## src/rtl/rocev2_mem_pkg.sv

```systemverilog
`default_nettype none
//==============================================================================
// Module      : rocev2_mem_pkg
// Description : Shared constants, state type and helpers for the RoCEv2
//               memory-write engine.
// Revision    : 1.0 - initial release
//==============================================================================
package rocev2_mem_pkg;

    localparam int ADDR_LSB    = 0;
    localparam int LEN_LSB     = 64;
    localparam int LEN_W       = 32;
    localparam int CMD_W       = 96;
    localparam int LINE_BYTES  = 64;
    localparam int LINE_OFS_W  = 6;
    localparam int DATA_W      = 512;
    localparam int STS_LEN_LSB = 0;
    localparam int STS_ERR_BIT = 32;
    localparam int STS_W       = 33;

    typedef enum logic [1:0] {
        IDLE  = 2'd0,
        WRITE = 2'd1,
        DROP  = 2'd2,
        STS   = 2'd3
    } wr_state_e;

    // Byte mask covering the bytes still owed by the current command on this beat.
    function automatic logic [LINE_BYTES-1:0] line_len_mask(input logic [LEN_W-1:0] remaining);
        logic [LINE_BYTES-1:0] one;
        one = {{(LINE_BYTES-1){1'b0}}, 1'b1};
        if (remaining >= LEN_W'(LINE_BYTES)) begin
            return '1;
        end
        return (one << remaining[LINE_OFS_W-1:0]) - one;
    endfunction

endpackage
`default_nettype wire

```

## src/rtl/rocev2_cmd_fifo.sv

```systemverilog
`default_nettype none
//==============================================================================
// Module      : rocev2_cmd_fifo
// Description : Synchronous FIFO with full/empty flags; push is accepted when
//               full if a pop happens in the same cycle.
// Revision    : 1.0 - initial release
//==============================================================================
module rocev2_cmd_fifo #(
    parameter int WIDTH = 96,
    parameter int DEPTH = 4
) (
    input  logic             clk,
    input  logic             rst,
    input  logic             i_push,
    input  logic [WIDTH-1:0] i_push_data,
    input  logic             i_pop,
    output logic [WIDTH-1:0] o_pop_data,
    output logic             o_full,
    output logic             o_empty
);

    localparam int c_ptr_w = $clog2(DEPTH);
    localparam int c_cnt_w = c_ptr_w + 1;
    localparam logic [c_cnt_w-1:0] c_depth = c_cnt_w'(DEPTH);

    logic [WIDTH-1:0]   r_mem [DEPTH];
    logic [c_ptr_w-1:0] r_wr_ptr;
    logic [c_ptr_w-1:0] r_rd_ptr;
    logic [c_cnt_w-1:0] r_count;
    logic               w_push_ok;
    logic               w_pop_ok;

    assign o_full     = (r_count == c_depth);
    assign o_empty    = (r_count == '0);
    assign w_pop_ok   = i_pop && !o_empty;
    assign w_push_ok  = i_push && (!o_full || w_pop_ok);
    assign o_pop_data = r_mem[r_rd_ptr];

    always_ff @(posedge clk) begin
        if (w_push_ok) begin
            r_mem[r_wr_ptr] <= i_push_data;
        end
    end

    // Pointers wrap naturally because DEPTH is a power of two.
    always_ff @(posedge clk) begin
        if (rst) begin
            r_wr_ptr <= '0;
            r_rd_ptr <= '0;
            r_count  <= '0;
        end else begin
            if (w_push_ok) begin
                r_wr_ptr <= r_wr_ptr + c_ptr_w'(1);
            end
            if (w_pop_ok) begin
                r_rd_ptr <= r_rd_ptr + c_ptr_w'(1);
            end
            if (w_push_ok && !w_pop_ok) begin
                r_count <= r_count + c_cnt_w'(1);
            end else if (!w_push_ok && w_pop_ok) begin
                r_count <= r_count - c_cnt_w'(1);
            end
        end
    end

endmodule
`default_nettype wire

```

## src/rtl/rocev2_mem_write_engine.sv

```systemverilog
`default_nettype none
//==============================================================================
// Module      : rocev2_mem_write_engine
// Description : Turns write commands plus an untagged 512-bit data stream into
//               byte-enabled 64-byte line writes and one status per command.
// Revision    : 1.0 - initial release
//==============================================================================
module rocev2_mem_write_engine
    import rocev2_mem_pkg::*;
#(
    parameter int CMD_FIFO_DEPTH = 4,
    parameter int ADDR_W         = 64
) (
    input  logic              clk,
    input  logic              rst,
    input  logic [95:0]       s_axis_mem_write_cmd_tdata,
    input  logic              s_axis_mem_write_cmd_tvalid,
    output logic              s_axis_mem_write_cmd_tready,
    input  logic [511:0]      s_axis_mem_write_data_tdata,
    input  logic [63:0]       s_axis_mem_write_data_tkeep,
    input  logic              s_axis_mem_write_data_tvalid,
    output logic              s_axis_mem_write_data_tready,
    output logic [ADDR_W-1:0] mem_wr_addr,
    output logic [511:0]      mem_wr_data,
    output logic [63:0]       mem_wr_be,
    output logic              mem_wr_valid,
    input  logic              mem_wr_ready,
    output logic [32:0]       m_axis_wr_sts_tdata,
    output logic              m_axis_wr_sts_tvalid,
    input  logic              m_axis_wr_sts_tready
);

    wr_state_e          r_state;
    wr_state_e          w_state_next;

    logic [CMD_W-1:0]   w_fifo_dout;
    logic               w_fifo_full;
    logic               w_fifo_empty;
    logic               w_cmd_push;
    logic               w_cmd_pop;
    logic [ADDR_W-1:0]  w_pop_addr;
    logic [LEN_W-1:0]   w_pop_len;
    logic               w_pop_misaligned;

    logic [ADDR_W-1:0]  r_cur_addr;
    logic [LEN_W-1:0]   r_cur_len;
    logic [LEN_W-1:0]   r_remaining;
    logic               r_error;

    logic [ADDR_W-1:0]  r_mem_wr_addr;
    logic [DATA_W-1:0]  r_mem_wr_data;
    logic [LINE_BYTES-1:0] r_mem_wr_be;
    logic               r_mem_wr_valid;

    logic               w_data_ready;
    logic               w_beat;
    logic               w_last_beat;
    logic [LEN_W-1:0]   w_step;
    logic               w_sts_valid;

    assign w_cmd_push = s_axis_mem_write_cmd_tvalid && !w_fifo_full;

    rocev2_cmd_fifo #(
        .WIDTH (CMD_W),
        .DEPTH (CMD_FIFO_DEPTH)
    ) u_cmd_fifo (
        .clk         (clk),
        .rst         (rst),
        .i_push      (w_cmd_push),
        .i_push_data (s_axis_mem_write_cmd_tdata),
        .i_pop       (w_cmd_pop),
        .o_pop_data  (w_fifo_dout),
        .o_full      (w_fifo_full),
        .o_empty     (w_fifo_empty)
    );

    assign w_pop_addr       = w_fifo_dout[ADDR_LSB +: ADDR_W];
    assign w_pop_len        = w_fifo_dout[LEN_LSB +: LEN_W];
    assign w_pop_misaligned = (w_pop_addr[LINE_OFS_W-1:0] != '0);

    // The output register drains while a new beat is loaded, so no bubble at full rate.
    assign w_data_ready = (r_state == DROP) ||
                          ((r_state == WRITE) && (!r_mem_wr_valid || mem_wr_ready));
    assign w_beat       = s_axis_mem_write_data_tvalid && w_data_ready;
    assign w_last_beat  = (r_remaining <= LEN_W'(LINE_BYTES));
    assign w_step       = w_last_beat ? r_remaining : LEN_W'(LINE_BYTES);
    assign w_sts_valid  = (r_state == STS) && !r_mem_wr_valid;

    always_comb begin
        w_state_next = r_state;
        w_cmd_pop    = 1'b0;
        case (r_state)
            IDLE: begin
                if (!w_fifo_empty) begin
                    w_cmd_pop = 1'b1;
                    if (w_pop_len == '0) begin
                        w_state_next = STS;
                    end else if (w_pop_misaligned) begin
                        w_state_next = DROP;
                    end else begin
                        w_state_next = WRITE;
                    end
                end
            end
            WRITE, DROP: begin
                if (w_beat && w_last_beat) begin
                    w_state_next = STS;
                end
            end
            STS: begin
                if (w_sts_valid && m_axis_wr_sts_tready) begin
                    w_state_next = IDLE;
                end
            end
            default: w_state_next = IDLE;
        endcase
    end

    always_ff @(posedge clk) begin
        if (rst) begin
            r_state <= IDLE;
        end else begin
            r_state <= w_state_next;
        end
    end

    always_ff @(posedge clk) begin
        if (rst) begin
            r_cur_addr     <= '0;
            r_cur_len      <= '0;
            r_remaining    <= '0;
            r_error        <= 1'b0;
            r_mem_wr_addr  <= '0;
            r_mem_wr_data  <= '0;
            r_mem_wr_be    <= '0;
            r_mem_wr_valid <= 1'b0;
        end else begin
            if (w_cmd_pop) begin
                r_cur_addr  <= w_pop_addr;
                r_cur_len   <= w_pop_len;
                r_remaining <= w_pop_len;
                r_error     <= (w_pop_len != '0) && w_pop_misaligned;
            end else if (w_beat) begin
                r_cur_addr  <= r_cur_addr + ADDR_W'(LINE_BYTES);
                r_remaining <= r_remaining - w_step;
            end

            if (w_beat && (r_state == WRITE)) begin
                r_mem_wr_addr  <= r_cur_addr;
                r_mem_wr_data  <= s_axis_mem_write_data_tdata;
                r_mem_wr_be    <= s_axis_mem_write_data_tkeep & line_len_mask(r_remaining);
                r_mem_wr_valid <= 1'b1;
            end else if (mem_wr_ready) begin
                r_mem_wr_valid <= 1'b0;
            end
        end
    end

    assign s_axis_mem_write_cmd_tready  = !w_fifo_full;
    assign s_axis_mem_write_data_tready = w_data_ready;
    assign mem_wr_addr                  = r_mem_wr_addr;
    assign mem_wr_data                  = r_mem_wr_data;
    assign mem_wr_be                    = r_mem_wr_be;
    assign mem_wr_valid                 = r_mem_wr_valid;
    assign m_axis_wr_sts_tvalid         = w_sts_valid;
    assign m_axis_wr_sts_tdata          = {r_error, r_cur_len};

endmodule
`default_nettype wire

```

## config.mk

```make
export PLATFORM = sky130hd
export DESIGN_NAME = rocev2_mem_write_engine
export DESIGN_NICKNAME = d
export VERILOG_FILES = /design/src/rtl/rocev2_mem_pkg.sv /design/src/rtl/rocev2_cmd_fifo.sv /design/src/rtl/rocev2_mem_write_engine.sv
export SDC_FILE = /design/constraint.sdc
export NUM_CORES = 2
export LEC_CHECK = 0
export CAP_MARGIN = 20
export CELL_PAD_IN_SITES_DETAIL_PLACEMENT = 0
export CELL_PAD_IN_SITES_GLOBAL_PLACEMENT = 1
export CORE_AREA = 2 2 530 532
export CTS_CLUSTER_DIAMETER = 150
export DETAILED_ROUTE_END_ITERATION = 10
export DIE_AREA = 0 0 532 534
export PLACE_DENSITY = 0.4
export SETUP_SLACK_MARGIN = 0.05
export SLEW_MARGIN = 40
export SYNTH_ARGS = -nofsm -noshare
export SYNTH_HDL_FRONTEND = slang
export SYNTH_SLANG_ARGS = --single-unit
```

## constraint.sdc

```tcl
create_clock -name clk -period 3.15 [get_ports clk]
set_input_delay 0.63 -clock clk [delete_from_list [all_inputs] [get_ports clk]]
set_output_delay 0.63 -clock clk [all_outputs]
set_load 0.01 [all_outputs]
```

# Word-level counts from Yosys, hierarchy flattened

Memory sizes are Yosys's and may differ from the RTL's. A register that Yosys moved wholly into a read port is not among the register bits.
Cells that the tools add are included.

Reductions and logical operators: 30
Muxes and demuxes: 28
Add/subtract/negate cells: 7
Bitwise gates (word level): 1
Eq/ne operators: 7
Order comparisons: 2
Shifts and indexed selects: 1

Operators by type and width:

| cell                  | count |
|---|---|
| $mux 64               | 6 |
| $mux 32               | 3 |
| $add 64x7->64 const B | 1 |
| $and 64x64->64        | 1 |
| $shl 1x6->64 const A  | 1 |
| $sub 64x1->64 const B | 1 |
| $ge 32x7->1 const B   | 1 |
| $le 32x7->1 const B   | 1 |
| $logic_not 32->1      | 1 |
| $reduce_bool 32->1    | 1 |
| $sub 32x32->32        | 1 |
| $mux 2                | 7 |
| $logic_and 1x1->1     | 12 |
| $mux 1                | 9 |
| $mux 3                | 2 |
| $pmux 2 s3            | 1 |
| $reduce_bool 2->1     | 3 |
| $reduce_bool 6->1     | 1 |
| $logic_not 1->1       | 5 |
| $add 2x1->2 const B   | 2 |
| $eq 2x2->1 const B    | 2 |
| $ne 2x2->1 const B    | 2 |
| $add 3x1->3 const B   | 1 |
| $eq 3x3->1 const B    | 1 |
| other kinds (8)       | 10 |

Bits in writable memories: 384
Memories kept: 1
Word-level logic and storage cells: 89
Bits in registers: 779

Memory list:

| name             | depth | width | rd ports | clocked after memory_dff | write ports | line                  | source |
|---|---|---|---|---|---|---|---|
| u_cmd_fifo.r_mem | 4     | 96    | 1        | 1                        | 1           | rocev2_cmd_fifo.sv:26 | `logic [WIDTH-1:0] r_mem [DEPTH];` |

# Longest topological paths before layout

Word-level depth: 12
Depth in mapped cells: 14
Mapped depth without buffers: 10

# By module

A second synthesis with hierarchy kept.

Cells, all modules: 4397
Area total of the unflattened synthesis: 44038.5 µm²

By module, submodules not included:

| module                  | cells an instance | area each (µm²) | times used | seq. area each (µm²) |
|---|---|---|---|---|
| rocev2_mem_write_engine | 3847              | 29722.3         | 1          | 15454.8 |
| rocev2_cmd_fifo         | 550               | 14316.2         | 1          | 11711.2 |

# Least setup slack after synthesis

No wires, ideal clock.

Path type: reg2reg
Start point: register u_cmd_fifo.r_count[0]
End point: memory u_cmd_fifo.r_mem[1][0], enable pin
Library setup time: 466 ps
Stages on the path, launching flop included: 4
Arrival: 2918 ps
Buffers on the path: 0
Data required time: 2684 ps
Setup slack: -235 ps
Cells stage by stage: dfxtp_1 -> nor2_1 -> nand2_1 -> and3_1

Elaborated cells between the ends (all ways): 12
Classes of those cells: eq/ne: 1; mux: 4; reduce/logical: 7

RTL lines:

| element                                                      | line                                                 | source |
|---|---|---|
| start: declaration                                           | rocev2_cmd_fifo.sv:29                                | `logic [c_cnt_w-1:0] r_count;` |
| start signal: assignment                                     | rocev2_cmd_fifo.sv:59                                | `r_count <= r_count + c_cnt_w'(1);` |
| start signal: assignment                                     | rocev2_cmd_fifo.sv:61                                | `r_count <= r_count - c_cnt_w'(1);` |
| $eq 3x3->1 *                                                 | rocev2_cmd_fifo.sv:33                                | `assign o_full = (r_count == c_depth);` |
| $logic_not 1->1 *                                            | --                                                   |  |
| via s_axis_mem_write_cmd_tready                              | rocev2_mem_write_engine.sv:18                        | `output logic s_axis_mem_write_cmd_tready,` |
| $logic_and 1x1->1 / $logic_or 1x1->1 (equally long branches) | rocev2_mem_write_engine.sv:61, rocev2_cmd_fifo.sv:36 |  |
| $logic_and 1x1->1 *                                          | rocev2_cmd_fifo.sv:36                                | `assign w_push_ok = i_push && (!o_full \|\| w_pop_ok);` |
| $mux 1 *                                                     | rocev2_cmd_fifo.sv:40                                | `if (w_push_ok) begin` |
| $mux 1 (implied by the code) *                               | rocev2_cmd_fifo.sv:41                                | `r_mem[r_wr_ptr] <= i_push_data;` |
| end: declaration                                             | rocev2_cmd_fifo.sv:26                                |  |

The timed path passes the listed nets; every way through them passes the cells marked *.

# Final worst setup path

Start point: register r_remaining[8]
End point: register r_mem_wr_be[28] (netlist: mem_wr_be[28])

Longest elaborated chain between the ends: 8

Ends and longest elaborated chain:

| element                  | line                           | source |
|---|---|---|
| start: declaration       | rocev2_mem_write_engine.sv:47  | `logic [LEN_W-1:0] r_remaining;` |
| start signal: assignment | rocev2_mem_write_engine.sv:141 | `r_remaining <= w_pop_len;` |
| start signal: assignment | rocev2_mem_write_engine.sv:145 | `r_remaining <= r_remaining - w_step;` |
| $ge 32x7->1              | rocev2_mem_pkg.sv:32           | `if (remaining >= LEN_W'(LINE_BYTES)) begin` |
| $mux 1                   | rocev2_mem_pkg.sv:32           |  |
| $mux 1                   | rocev2_mem_write_engine.sv:148 | `if (w_beat && (r_state == WRITE)) begin` |
| $mux 1                   | rocev2_mem_write_engine.sv:128 | `if (rst) begin` |
| $mux 64                  | rocev2_mem_pkg.sv:35           | `return (one << remaining[LINE_OFS_W-1:0]) - one;` |
| $mux 64                  | rocev2_mem_write_engine.sv:148 |  |
| $mux 64                  | rocev2_mem_write_engine.sv:128 |  |
| $and 64x64->64           | rocev2_mem_write_engine.sv:151 | `r_mem_wr_be <= s_axis_mem_write_data_tkeep & line_len_mask(r_remaining);` |
| end signal: assignment   | rocev2_mem_write_engine.sv:151 |  |
| end: declaration         | rocev2_mem_write_engine.sv:52  | `logic [LINE_BYTES-1:0] r_mem_wr_be;` |

Every way passes these cells. The select of a mux whose other input is x is not followed.
A chain may end at the register's enable or synchronous reset.

==> implementation parameters <==
Parameter                              Value

Job
  Max cap viols    0

Global routing
  Antenna violations before repair    131
  Largest net degree at the start of global routing    132
  Total track usage    18.5%
  Remaining global-route overflow    0
  Wire length of the first global-routing pass    360 mm
  Via count of the first global-routing pass    38,200

Finish
  Design area    67,900 µm²
  Layout net count    6,394
  Area Growth Syn to Fin    55.6%
  Filler Cell Count    30,000
  Share of post-route cells with drive strength above 1    9.51%
  Non-filler cells, final    9,570

Floorplan
  Vertical extent of the die    534 µm
  Horizontal die dimension    532 µm
  Starting Density    15.7%
  Total Die Area    284,000 µm²
  Top-level I/O count    1,355
  Cell row count    194
  Core outline area    278,000 µm²

Critical path
  Cell type of the slowest stage on the worst timing path    sky130_fd_sc_hd__or4_4
  Max Fanout on Critical Path    7
  Crit path required time    3.84 ns
  Highest cell delay on the worst timing path    0.54 ns
  CP Class    reg -> reg
  Depth of the most critical reg-to-reg path    8
  Critical R2R Launch    r_remaining[8]
  Cell-by-cell trace of the critical path    or4_4 > buf_4 > nor4b_1 > buf_4 > and3_1 > nand2_1 > a32o_1 > a41o_1
  Worst setup startpoint    r_remaining[8]
  Top cell by count, worst path    sky130_fd_sc_hd__buf_4
  Critical Path Source Type    flip-flop
  Worst EP arrival    3.69 ns
  Critical Path End Type    flip-flop

Clock network
  Maximum number of buffers from clock root to sink    4
  Number of buffers inserted for hold repair after clock tree synthesis    0
  Number of levels the H-tree was split into    4
  Later-pin clock latency in the skew report    0.81 ns
  Clock buffer count from CTS    158
  Clock tree from TritonCTS    built
  Total clock sinks    1,165
  Clock transition time at the flip-flop clock pins of the worst setup and hold paths    0.06 ns
  Clock root buffer    sky130_fd_sc_hd__clkbuf_16

Logic synthesis
  Distinct cell type count of the synthesized netlist    73
  Synth top area cells    sky130_fd_sc_hd__dfxtp_1 36%, sky130_fd_sc_hd__edfxtp_1 26%, sky130_fd_sc_hd__nand2_1 12%, sky130_fd_sc_hd__a21oi_1 7.9%, sky130_fd_sc_hd__mux4_2 5.0%
  Sequential share of the synthesized area    62.2%
  Count of state elements after synthesis    1,165
  Cell type with the highest aggregate area in the netlist    sky130_fd_sc_hd__dfxtp_1
  EDFF count, synth    384
  Synthesized instance count    4,322
  Predominant post-synthesis flop cell    sky130_fd_sc_hd__dfxtp_1
  Post-synthesis average cell area    10.1 µm²
  Top cells by count, synth    1,353 x sky130_fd_sc_hd__nand2_1, 781 x sky130_fd_sc_hd__dfxtp_1, 688 x sky130_fd_sc_hd__a21oi_1
  Post-Synthesis Net Count    5,014
  Cell with the most instances after synthesis    sky130_fd_sc_hd__nand2_1
  Synth top area share    35.8%
  YS warnings    0
  Async set-or-reset flop fraction in the synthesized netlist    0%
  Netlist area before placement    43,700 µm²

Timing
  Setup repair after global routing missed its margin    true
  Skew final    0.0649 ns
  Final Cycle Share    95.3%
  Worst Slack Setup Final    0.149 ns
  Measured slew at the worst slew-check pin    0.849 ns
  Post-layout min period    3.00 ns
  Number of hold violations in the final report    0
  Fin Setup TNS    0 ns
  Relative slew margins    43.4%
  Count of pins over their slew limit    0
  Final Setup Violations    0
  Highest Clock Rate    0.333 GHz

Placement
  Final HPWL from detailed placement    220 mm
  Total instance count after detailed placement    9,265
  Placement Setup Slack    0.0585 ns
  Post-Place Cell Area    62,700 µm²
  Final weighted congestion in routability-driven placement    0.956
  Buffers on Ports    1,354

Pwr
  Net switching fraction of the power    33.5%
  Proportion of power drawn by combinational gates    27.5%
  P per Cell Area    751 nW/µm²
  Clock network fraction of total power    35.4%
  Leakage power summed over all cells    21.9 nW
  Design Power    51.0 mW
  Internal power    33.9 mW
  Reported net switching power    17.1 mW
  Register share of total power    37.1%
  Max rail drop VDD    0.472 mV

Worst hold path
  Hold path depth    2
  Worst Hold Class    in -> reg
  Worst hold start    rst

Routing
  Initial drt markers    2,783
  Overall routed net length    273 mm
  Detailed-route wire length per cell    28.5 µm
  Post-route antenna net violation count    0
  Number of vias after detailed routing    38,900
  Number of vias per cell    4.07
  Remaining DRCs    0
  Number of iterations in the first detailed-routing pass    6

Status
  Outcome    complete, no violations
==> registers in the layout, indices dropped and copies added (netlist names), named ones only <==
| signal | flops |
|---|---|
| r_error | 1 |
| r_remaining | 32 |
| u_cmd_fifo.r_count | 3 |
| r_cur_len | 32 |
| mem_wr_valid | 1 |
| mem_wr_addr | 64 |
| r_cur_addr | 64 |
| u_cmd_fifo.r_mem | 384 |
| u_cmd_fifo.r_rd_ptr | 2 |
| u_cmd_fifo.r_wr_ptr | 2 |
| mem_wr_data | 512 |
| r_state | 2 |
| mem_wr_be | 64 |
==> repair_timing <==
action                     CTS  global route
pin swaps                    1             3
setup buffers                0             1
setup endpoints to repair    2            14
gates resized for setup      2             5
==> cells in the final DEF (no fill, tap or decap), types with 22 or more instances in the layout <==
cell / count
sky130_fd_sc_hd__buf_4: 144
sky130_fd_sc_hd__clkdlybuf4s50_1: 1351
sky130_fd_sc_hd__nor2_1: 135
sky130_fd_sc_hd__mux4_2: 96
sky130_fd_sc_hd__buf_12: 46
sky130_fd_sc_hd__a21oi_1: 687
sky130_fd_sc_hd__a211oi_1: 70
sky130_fd_sc_hd__o21ai_0: 45
sky130_fd_sc_hd__nand3_1: 52
sky130_fd_sc_hd__xor2_1: 45
sky130_fd_sc_hd__clkbuf_16: 160
sky130_fd_sc_hd__clkbuf_8: 31
sky130_fd_sc_hd__nand2_1: 1353
sky130_fd_sc_hd__edfxtp_1: 384
sky130_fd_sc_hd__dfxtp_1: 779
sky130_fd_sc_hd__xnor2_1: 34
sky130_fd_sc_hd__clkbuf_1: 42
sky130_fd_sc_hd__nand4_1: 33
sky130_fd_sc_hd__diode_2: 22
==> layer usage <==
| metal | GRT usage, % | wire length [µm] | up-vias |
|---|---|---|---|
| met1 | 22.2 | 111000 | 19300 |
| met3 | 4.96 | 18600 | 386 |
| met5 | 0 | 195 | - |
| met4 | 5.15 | 7690 | 34 |
| li1 | - | - | 17800 |
| met2 | 32.2 | 135000 | 1355 |
==> power groups by stage <==
stage	logic (mW)	registers (mW)	clock network, mW
after floorplan	6.54	19.1	0
after global placement	14.2	19.2	0
after detailed placement	14.2	19.3	0
after CTS	14.3	18.9	18.7
after global routing	15.2	19.2	19.2
final	14.1	18.9	18.1
==> stage by stage <==
step | hold WS [ns] | util, %
floorplan | 0.432 | -
global placement | 0.438 | 22.5
detailed placement | 0.443 | 22.5
CTS | 0.251 | 24.4
global route | 0.313 | 24.4
finish | 0.348 | 24.4
==> critical path, delay by kind of cell, from the launching register on <==
family	cells	cell delay (ns)
AND/OR/NAND/NOR	4	1.61
AO/OA/AOI/OAI	2	0.56
buffers and inverters	2	0.37
flip-flops	1	0.31
==> cell type report <==
type | count | area, µm² | share of cell area [%]
antenna | 22 | 55.1 | 0.0810
clock buffer | 233 | 4590 | 6.75
clock inverter | 49 | 532 | 0.783
inverter | 12 | 50.0 | 0.0737
multi-input combinational | 2820 | 15300 | 22.5
sequential | 1165 | 27200 | 40.0
tap | 3724 | 4660 | 6.86
timing repair buffer | 1545 | 15600 | 22.9
==> path summary, 6_finish.rpt <==
kind                                    endpoint  slack, ns
worst min-delay path            mem_wr_data[293]       0.35
worst max register to register     mem_wr_be[28]       0.15
worst max-delay path               mem_wr_be[28]       0.15
worst min register to register     mem_wr_be[46]       0.45
==> logic make-up (layout without fill, tap and decap cells) <==
group / count (synthesis) / count (layout) / share of synthesized area (%)
fa+ha+maj: 14 / 14 / 0.418
mux: 103 / 103 / 5.11
simple gates: 1712 / 1712 / 16.0
flops: 1165 / 1165 / 62.2
other cells: 1 / 23 / 0.00859
xor+xnor: 79 / 79 / 1.58
compound gates: 911 / 911 / 11.8
buf+inv: 337 / 1839 / 2.93
Power figures use the tool's default switching activity.
